<file path="config.mk">
export PLATFORM = sky130hd
export DESIGN_NAME = dist_top
export DESIGN_NICKNAME = d
export VERILOG_FILES = /design/src/rtl/dist_top.sv
export SDC_FILE = /design/constraint.sdc
export NUM_CORES = 1
export LEC_CHECK = 0
export ABC_AREA = 1
export BUFFER_PORTS_ARGS = -buffer_cell sky130_fd_sc_hd__buf_2
export CAP_MARGIN = 10
export CORE_UTILIZATION = 50
export DETAILED_ROUTE_END_ITERATION = 8
export GPL_TIMING_DRIVEN = 0
export HOLD_SLACK_MARGIN = 0.12
export PLACE_DENSITY = 0.7
export SYNTH_ARGS = -nofsm -noshare
export SYNTH_HDL_FRONTEND = slang
export SYNTH_SLANG_ARGS = --single-unit
</file>
<file path="constraint.sdc">
create_clock -name CLK -period 2.4 [get_ports CLK]
set_input_delay 0.72 -clock CLK [delete_from_list [all_inputs] [get_ports CLK]]
set_output_delay 0.72 -clock CLK [all_outputs]
set_load 0.02 [all_outputs]
</file>
<file path="src/rtl/dist_top.sv">
`default_nettype none
// ============================================================================
// Module   : dist_top
// Brief    : One-to-three beat distributor with per-channel show-ahead FIFOs
//            and all-or-nothing broadcast. Define DIST_TOP_DROP_CNT_EN to add
//            the saturating o_DropCnt output.
// Revision : 1.0 - initial release
// ============================================================================
module dist_top #(
    parameter int WIDTH      = 8,
    parameter int FIFO_DEPTH = 8
) (
    input  logic             CLK,
    input  logic             SynReset,
    input  logic             i_DataValid_D,
    input  logic [WIDTH-1:0] i_DataIn_D,
    input  logic [1:0]       i_Dest_D,
    output logic             o_DataGrant_D,
    output logic             o_DataValid_A,
    output logic             o_DataValid_B,
    output logic             o_DataValid_C,
    output logic [WIDTH-1:0] o_DataOut_A,
    output logic [WIDTH-1:0] o_DataOut_B,
    output logic [WIDTH-1:0] o_DataOut_C,
`ifdef DIST_TOP_DROP_CNT_EN
    output logic [7:0]       o_DropCnt,
`endif
    input  logic             i_DataGrant_A,
    input  logic             i_DataGrant_B,
    input  logic             i_DataGrant_C
);

    localparam int c_PTR_W = $clog2(FIFO_DEPTH);
    localparam int c_CNT_W = c_PTR_W + 1;

    logic [2:0]       w_full;
    logic [2:0]       w_valid;
    logic [2:0]       w_push;
    logic [2:0]       w_pop;
    logic [2:0]       w_popReq;
    logic             w_grant;
    logic [WIDTH-1:0] w_head [3];

    assign w_popReq = {i_DataGrant_C, i_DataGrant_B, i_DataGrant_A};

    // Broadcast needs room in every channel so it is never partially written.
    always_comb begin
        w_grant = 1'b0;
        if (!SynReset && i_DataValid_D) begin
            if (i_Dest_D == 2'd3) begin
                w_grant = (w_full == 3'b000);
            end else begin
                w_grant = !w_full[i_Dest_D];
            end
        end
    end

    assign o_DataGrant_D = w_grant;

    generate
        for (genvar i = 0; i < 3; i++) begin : g_chan
            logic [WIDTH-1:0]   r_mem [FIFO_DEPTH];
            logic [c_PTR_W-1:0] r_rdPtr;
            logic [c_PTR_W-1:0] r_wrPtr;
            logic [c_CNT_W-1:0] r_cnt;

            assign w_full[i]  = (r_cnt == c_CNT_W'(FIFO_DEPTH));
            assign w_valid[i] = (r_cnt != '0);
            assign w_push[i]  = w_grant && ((i_Dest_D == 2'(i)) || (i_Dest_D == 2'd3));
            assign w_pop[i]   = w_valid[i] && w_popReq[i] && !SynReset;
            // Gating keeps the output at zero whenever nothing valid is held.
            assign w_head[i]  = w_valid[i] ? r_mem[r_rdPtr] : '0;

            always_ff @(posedge CLK) begin
                if (w_push[i]) begin
                    r_mem[r_wrPtr] <= i_DataIn_D;
                end
            end

            always_ff @(posedge CLK) begin
                if (SynReset) begin
                    r_rdPtr <= '0;
                    r_wrPtr <= '0;
                    r_cnt   <= '0;
                end else begin
                    if (w_push[i]) begin
                        r_wrPtr <= r_wrPtr + 1'b1;
                    end
                    if (w_pop[i]) begin
                        r_rdPtr <= r_rdPtr + 1'b1;
                    end
                    case ({w_push[i], w_pop[i]})
                        2'b10:   r_cnt <= r_cnt + 1'b1;
                        2'b01:   r_cnt <= r_cnt - 1'b1;
                        default: r_cnt <= r_cnt;
                    endcase
                end
            end
        end
    endgenerate

    assign o_DataValid_A = w_valid[0];
    assign o_DataValid_B = w_valid[1];
    assign o_DataValid_C = w_valid[2];
    assign o_DataOut_A   = w_head[0];
    assign o_DataOut_B   = w_head[1];
    assign o_DataOut_C   = w_head[2];

`ifdef DIST_TOP_DROP_CNT_EN
    logic [7:0] r_dropCnt;
    logic       w_drop;

    assign w_drop = i_DataValid_D && !w_grant && !SynReset;

    always_ff @(posedge CLK) begin
        if (SynReset) begin
            r_dropCnt <= '0;
        end else if (w_drop && (r_dropCnt != 8'hFF)) begin
            r_dropCnt <= r_dropCnt + 1'b1;
        end
    end

    assign o_DropCnt = r_dropCnt;
`endif

endmodule
`default_nettype wire

</file>
### After elaboration in Yosys (flattened, before gate mapping)

Memory sizes are Yosys's and may differ from the RTL's. A register that Yosys moved wholly into a read port is not among the register bits.
Index checks and enable logic that the tools add are counted.

* register bits after elaboration: 30
* memory bits (writable): 192
* input port bits: 16
* word-level logic and storage cells: 82
* memories kept: 3

Memory list
* g_chan[0].r_mem: words 8, bits a word 8, rd ports 1, clocked after Yosys merged registers in 1, write ports 1, RTL line 62 `logic [WIDTH-1:0] r_mem [FIFO_DEPTH];`
* g_chan[1].r_mem: words 8, bits a word 8, rd ports 1, clocked after Yosys merged registers in 1, write ports 1, RTL line 62
* g_chan[2].r_mem: words 8, bits a word 8, rd ports 1, clocked after Yosys merged registers in 1, write ports 1, RTL line 62

* add/subtract/negate cells: 12
* order comparisons: 1
* eq/ne operators: 12
* muxes and demuxes: 22
* reductions and logical operators: 23

Operator list (count)
* $mux W8: 3
* $pmux W4 S2: 3
* $add A3 B1 Y3 const B: 6
* $mux W3: 6
* $add A4 B1 Y4 const B: 3
* $eq A4 B4 Y1 const B: 3
* $reduce_bool A4 Y1: 3
* $sub A4 B1 Y4 const B: 3
* $eq A2 B2 Y1 const B: 5
* $logic_and A1 B1 Y1: 10
* $mux W1: 9
* $eq A2 B1 Y1 const B: 4
* $reduce_bool A2 Y1: 3
* $logic_not A3 Y1: 1
* $logic_or A1 B1 Y1: 3
* $lt A2 B3 Y1 const B: 1
* $bmux W1 S2: 1
* $logic_not A1 Y1: 2
* $logic_not A2 Y1: 1

### Longest topological paths before layout

Gate-level depths: netlist of run 1.

* depth after elaboration: 9
* depth in mapped cells: 18
* depth with buffers taken out: 18

### Worst setup path after synthesis of run 1

OpenSTA, ideal clock, no wires.

* path kind: input to register
* start point: in i_Dest_D[0]
* end point: reg g_chan[1].r_cnt[2]
* arrival time: 2.425 ns
* slack: -0.141 ns
* stages on the path: 10
* cell sequence: ha_1 or2_2 nand3_2 ha_1 xor2_1 ha_1 a21oi_1 xnor2_1 o21ai_0 inv_1

* longest elaborated chain between the ends: 8
* elaborated cells on any way between the ends: 13

RTL lines
* start, declared: RTL line 17 `input logic [1:0] i_Dest_D,`
* $bmux W1 S2: RTL line 53 `w_grant = !w_full[i_Dest_D];`
* $mux W1 (not written as such): RTL line 53
* $logic_not A1 Y1: RTL line 53
* $mux W1: RTL line 50 `if (i_Dest_D == 2'd3) begin`
* $mux W1: RTL line 49 `if (!SynReset && i_DataValid_D) begin`
* $logic_and A1 B1 Y1 (*): RTL line 69 `assign w_push[i] = w_grant && ((i_Dest_D == 2'(i)) || (i_Dest_D == 2'd3));`
* $eq A2 B1 Y1 or $eq A2 B2 Y1 (tied branches): RTL line 92 `case ({w_push[i], w_pop[i]})`
* $pmux W4 S2 or $reduce_bool A2 Y1 (tied branches)
* end signal, assigned: RTL line 93 `2'b10: r_cnt <= r_cnt + 1'b1;`
* end signal, assigned: RTL line 94 `2'b01: r_cnt <= r_cnt - 1'b1;`
* end signal, assigned: RTL line 95 `default: r_cnt <= r_cnt;`
* end, declared: RTL line 65 `logic [c_CNT_W-1:0] r_cnt;`

Mark *: on every way between the ends. The rest lies on a longest branch, timed or not. The select of a mux whose other input is x is not followed.
A chain may end at the register's enable or synchronous reset.

==> flow_summary.ini, run 1 <==
[run_status]
status = complete, but fails checks
violations = setup timing

[logic_synthesis]
synth_top_family_by_area = simple AND/OR/NAND/NOR gates
seq_area_frac_synth_pct = 67.7
ys_seq_elements = 231
synth_compound_area_share_pct = 9.69
synthMuxAreaShare_pct = 0
synthXorXnorAreaFrac_pct = 0.997
synthesis.nets = 893
yosys.area_share.adder_pct = 2.33
yosysUniqueCellTypes = 25
synth-simple-area-share_pct = 15.5
yosysWarningCount = 0
syn-mean-instance-area_um2 = 11.3
syn_area_um2 = 9670
syn_inst = 859

[flow_run]
drv_cap = 0

[cts]
clockRootBuffer = clkbuf_16
cts_hold_buf = 0
h-tree-depth = 1
cts_buffers = 24
clk_pin_slew_ps = 60
clk-insertion-delay-late_ps = 500
cts.path.max_buffers = 3
clock-sinks = 231
cts_tree = done

[sta]
slew_headroom_pct = 49.0
maxSlewViolCount = 0
layout_setup_ws_ps = -257
finClkSkew_ps = 8.79
worst_pin_slew_ps = 761
rsz0062_at_grt = yes
setup_viol = 25
max_freq_mhz = 376
whs_ps = 464
hold_viol_final = 0
fin_crit_sh_pct = 111
min_period_ps = 2660

[layout]
area_growth_pct = 29.7
nNetsFinal = 991
post-route-util_pct = 66.6
fillers = 1325
drive_gt1_share_pct = 32.1
final_cells = 1235
diodes = 0

[setup_path]
arrival_ps = 1940
path_max_fanout = 7
critical_path.cell_chain = inv_8 -> buf_8 -> nor2_1 -> o32ai_4 -> o21ai_1 -> nor2_1 -> buf_4
crit_path_frequent_cell = nor2_1
critPathCaptureType = output pin
path_class = reg2out
start_kind = flip-flop
crit_path_max_incr_delay_ps = 400
required_ps = 1680
slowest_stage = dfxtp_4

[place]
hpwlAfterDp_mm = 13.3
port_buffers = 42
gp_congestion = 0.850
post-place-cells = 1161

[route]
via_count = 6889
dr.pass1.iters = 5
wl_mm = 23.4
drc_errors = 0
drt_iter0_markers = 519
wl_per_cell_um = 18.9
drtAntennaViolNets = 0
viasPerCell = 5.58

[floorplan]
fp-row-count = 50
dieArea_um2 = 19900
start_util_pct = 51.3
io_pins = 44
fp.dieH_um = 141
core_area_um2 = 18800
die_w_um = 141

[pwr]
pwr_density_cell_nw_per_um2 = 848
power_leakage_nw = 4.58
totalPowerFinal_mw = 10.6
peakVddDrop_mv = 0.563

[global_routing]
grt_pass1_vias = 6742
grt_pass1_wl_mm = 35.8
grt.overflow.total = 0
grt_usage_pct = 23.5
antenna_found_initial = 0
grt_max_degree = 25

[hold_path]
min_path_type = reg2reg
-- kinds of logic after synthesis --
logic type,after synthesis
XOR/XNOR,11
flip-flops,231
AND/OR/NAND/NOR,362
adder cells (fa/ha/maj),18
buffers and inverters,89
AO/OA/AOI/OAI,148
-- Yosys cell counts --
library cell  number  area [um^2]
nand4_4            1         21.3
nor2_1           248          931
nand3_2            8         80.1
dfxtp_1           39          781
a21oi_1           15         75.1
nand4_1           11         68.8
xor2_1             8         70.1
or2_2              2         12.5
o21ai_0           82          410
buf_8              1         15.0
edfxtp_1         192         5770
nand2_2            4         25.0
inv_1             53          199
buf_6              1         11.3
nor3_1             8         40.0
nand3_1           14         70.1
nor2_2             2         12.5
a21oi_4            1         16.3
o21a_1             2         15.0
nand2_1           64          240
o32ai_1           48          420
buf_2              6         30.0
xnor2_1            3         26.3
ha_1              18          225
clkbuf_1          28          105
-- metrics by stage --
step / setup WS [ps] / instance area, um^2 / setup TNS [ps]
3_3_place_gp: -641 / 10300 / -82970
4_1_cts: -209 / 12200 / -3460
3_5_place_dp: -708 / 10300 / -87160
5_1_grt: -308 / 12500 / -5710
6_report: -257 / 12500 / -3980
2_1_floorplan: -15.7 / 9760 / -1190
-- layout make-up --
class                      count  area (um^2)  share of cell area (%)
buffer                        33          453                    3.61
clock buffer                  33          676                    5.39
clock inverter                11          105                   0.838
inverter                      53          221                    1.77
multi-input combinational    539         3490                    27.8
sequential                   231         6590                    52.5
tap                          260          325                    2.59
timing repair buffer          75          683                    5.45
-- sequential cells by signal, indices dropped and copies added (netlist names), named ones only --
register,count
g_chan.r_cnt,12
g_chan.r_mem,192
g_chan.r_rdPtr,9
g_chan.r_wrPtr,9
-- worst paths after layout --
kind	slack, ps	startpoint	end	depth (start not counted)
max reg2reg	170	g_chan[1].r_cnt[2]	g_chan[2].r_cnt[3]	15
max	-260	flip-flop	o_DataOut_B[2]	7
min	460	g_chan[0].r_rdPtr[2]	g_chan[0].r_rdPtr[2]	2
min reg2reg	460	g_chan[0].r_rdPtr[2]	g_chan[0].r_rdPtr[2]	2
-- metal layers --
| metal | part of all wire, % | vias up | global-route usage, % |
|---|---|---|---|
| met2 | 48 | 208 | 38.8 |
| met1 | 44 | 3405 | 32.5 |
| met4 | 2.2 | 0 | 7.04 |
| li1 | - | 3235 | - |
| met5 | 0 | - | 0 |
| met3 | 5.1 | 41 | 3.40 |
-- cells in the final DEF (no fill, tap or decap), drive strengths merged --
master and n:
or2 2, xor2 8, dfxtp 39, xnor2 3, nand3 22, clkinv 9, clkbuf 60, inv 53
o21ai 82, nand4 12, ha 18, buf 81, a21oi 16, o32ai 48, nor3 8, bufinv 2
o21a 2, nor2 250, edfxtp 192, nand2 68
-- power breakdown --
part           switching [mW]  total [mW]  internal [mW]
clock                    1.47        3.66           2.18
combinational            1.35        2.42           1.08
sequential              0.120        4.56           4.44
total                    2.94        10.6           7.70
-- critical path, delay by kind of cell (launching register included) --
kind,cells,cell delay [ps]
AO/OA/AOI/OAI,2,370
buffers and inverters,3,410
flip-flops,1,400
AND/OR/NAND/NOR,2,250
-- timing repair --
action                     in CTS  in global routing
gates resized for setup       262                 78
gates cloned                    9                  3
setup endpoints to repair     182                142
pin swaps                      56                 51
buffers inserted               19                  4
hold endpoints to repair        0                  0
Note: power is estimated with default switching activity, not from simulation.
==> inputs of run 2 (changes only) <==
Settings changed: CELL_PAD_IN_SITES_DETAIL_PLACEMENT from default to 0, CELL_PAD_IN_SITES_GLOBAL_PLACEMENT from default to 1, CORE_UTILIZATION 50 to 49, PLACE_DENSITY 0.7 to default, PLACE_DENSITY_LB_ADDON from default to 0.1.
Clock period 2.4 ns to 2.5 ns, I/O delays scaled along.
==> run 2 against run 1 <==
  * The run still ends with setup timing left
  * Sequential share of layout area rose by 0.33 points
  * Clock power is 8.2% lower
  * Critical path type unchanged
  * Sequential power is 4% lower
  * Die area rose by 2.0%
  * Register-to-register slack worse by 60 ps
  * Global-route usage rose by 0.19 points
  * Critical path depth increased by 1
  * First-iteration DRC count shrank 1.3%
  * Non-clock buffer count up 2
  * Cell count grew 0.65%
  * Clock skew fell by 2.7 ps
  * Final area decreased by 0.50%
==> flow_summary.ini, run 2 (synthesized netlist as in run 1, its figures left out) <==
[run_status]
status = complete, but fails checks
violations = setup timing

[setup_path]
r2r_setup_slack_ps = 110
arrival_ps = 1900
reg2reg_to = g_chan[0].r_mem[1][5]
start_kind = flip-flop
r2r_cells = 7
critPathCaptureType = output pin
cp-endpoint = o_DataOut_A[6]
path_class = reg2out
required_ps = 1750
path_max_fanout = 6
rr_startpoint = g_chan[1].r_cnt[2]

[cts]
clk-insertion-delay-late_ps = 510
clockRootBuffer = clkbuf_16
cts_buffers = 25
clock-sinks = 231
h-tree-depth = 1
cts.path.max_buffers = 3
cts_hold_buf = 0
cts_tree = done
clk_pin_slew_ps = 60

[global_routing]
grt.overflow.total = 0
grt_pass1_wl_mm = 36.3
antenna_found_initial = 0
grt_max_degree = 25
grt_usage_pct = 23.7
grt_pass1_vias = 6632

[place]
place_ws_ps = -868
hpwlAfterDp_mm = 14.6
port_buffers = 42
gp_congestion = 0.793
post-place-cells = 1167

[flow_run]
drv_cap = 0

[route]
via_count = 6851
dr.pass1.iters = 5
drc_errors = 0
drtAntennaViolNets = 0
drt_iter0_markers = 512
wl_per_cell_um = 19.0
viasPerCell = 5.51
wl_mm = 23.6

[floorplan]
fp.dieH_um = 142
fp-row-count = 51
die_w_um = 142
io_pins = 44
dieArea_um2 = 20300
core_area_um2 = 19400
start_util_pct = 49.8

[layout]
nNetsFinal = 994
final_cell_mix = edfxtp_1 (192), nor2_1 (191), nand2_1 (62)
diodes = 0
largest_reg_flops = 192
largest_register = g_chan.r_mem
reg_top3 = g_chan.r_mem (192), g_chan.r_cnt (12)
fillers = 1509
area_growth_pct = 29.1
layout_commonest_cell = edfxtp_1
final_cells = 1243
drive_gt1_share_pct = 31.3

[sta]
layout_setup_ws_ps = -146
maxSlewViolCount = 0
rsz0062_at_grt = yes
setup_viol = 24
finClkSkew_ps = 6.10
hold_viol_final = 0
worst_pin_slew_ps = 1080
fin_crit_sh_pct = 106
slew_headroom_pct = 27.6
min_period_ps = 2650
whs_ps = 466
max_freq_mhz = 378

[pwr]
pwr_density_cell_nw_per_um2 = 804
power_leakage_nw = 4.53
peakVddDrop_mv = 0.587

[hold_path]
min_path_type = reg2reg
[run 2: changes by cell type in the layout (fill, tap and decap cells not counted), moves of 4 or more]
cell / delta
nor2_2: -12
nor3_1: +4
nor2_4: +10
buf_6: +9
nor3_2: -4
clkbuf_8: -7
[run 2: worst max-delay path: stages (launching register included)]
cell	delay, ps
dfxtp_4	380
inv_4	80
buf_8	110
buf_12	110
nor2_4	30
o32ai_4	270
nor2_1	80
nor2_1	150
buf_4	170
[run 2: metal layers]
metal	vias to the layer above	track usage, %	share of wire (%)
li1	3243	-	-
met3	42	2.69	5.7
met1	3354	35.7	46
met2	212	36.4	46
met5	-	0	0
met4	0	6.51	1.9
[run 2: timing repair]
action                                  4_1_cts  5_1_grt
buffers inserted                             23        4
gates resized for setup                     246      108
gates cloned                                  4        2
endpoints found under the setup margin       89      170
pin swaps                                    45       54
endpoints found under the hold margin         0        0
[run 2: how the worst min path moves through the flow]
stage                     cells past startpoint                  from                    to  slack (ps)
after global placement                        2  g_chan[2].r_rdPtr[2]             flip-flop         440
after global routing                          2  g_chan[1].r_rdPtr[2]  g_chan[1].r_rdPtr[2]         490
after detailed placement                      2  g_chan[1].r_rdPtr[2]             flip-flop         450
final                                         2  g_chan[0].r_rdPtr[2]  g_chan[0].r_rdPtr[2]         470
after CTS                                     2  g_chan[1].r_rdPtr[2]  g_chan[1].r_rdPtr[2]         460
after floorplan                               2  g_chan[2].r_rdPtr[2]             flip-flop         430
[run 2: per-stage QoR]
| stage | TNS (ps) | power (mW) | util (%) | instance area [um^2] |
|---|---|---|---|---|
| floorplan | 0 | 5.39 | - | 9740 |
| global placement | -88850 | 5.88 | 53.0 | 10300 |
| detailed placement | -100680 | 5.92 | 53.0 | 10300 |
| CTS | -1860 | 9.89 | 62.4 | 12100 |
| global route | -3940 | 10.4 | 64.3 | 12500 |
| finish | -2040 | 10.0 | 64.3 | 12500 |
[run 2: layout make-up]
cell class              count  area [um^2]  area share, %
plain buffers              33          434           3.48
flip-flops and latches    231         6600           52.9
well taps                 265          332           2.66
multi-input cells         539         3490           28.0
clock inverters            13         71.3          0.572
clock buffers              32          682           5.47
repair buffers             77          647           5.18
inverters                  53          224           1.80
[run 2: power breakdown]
group	total (mW)	internal (mW)	switching [mW]
combinational	2.30	1.01	1.29
clock	3.36	1.93	1.43
sequential	4.37	4.26	0.115
total	10.0	7.20	2.83
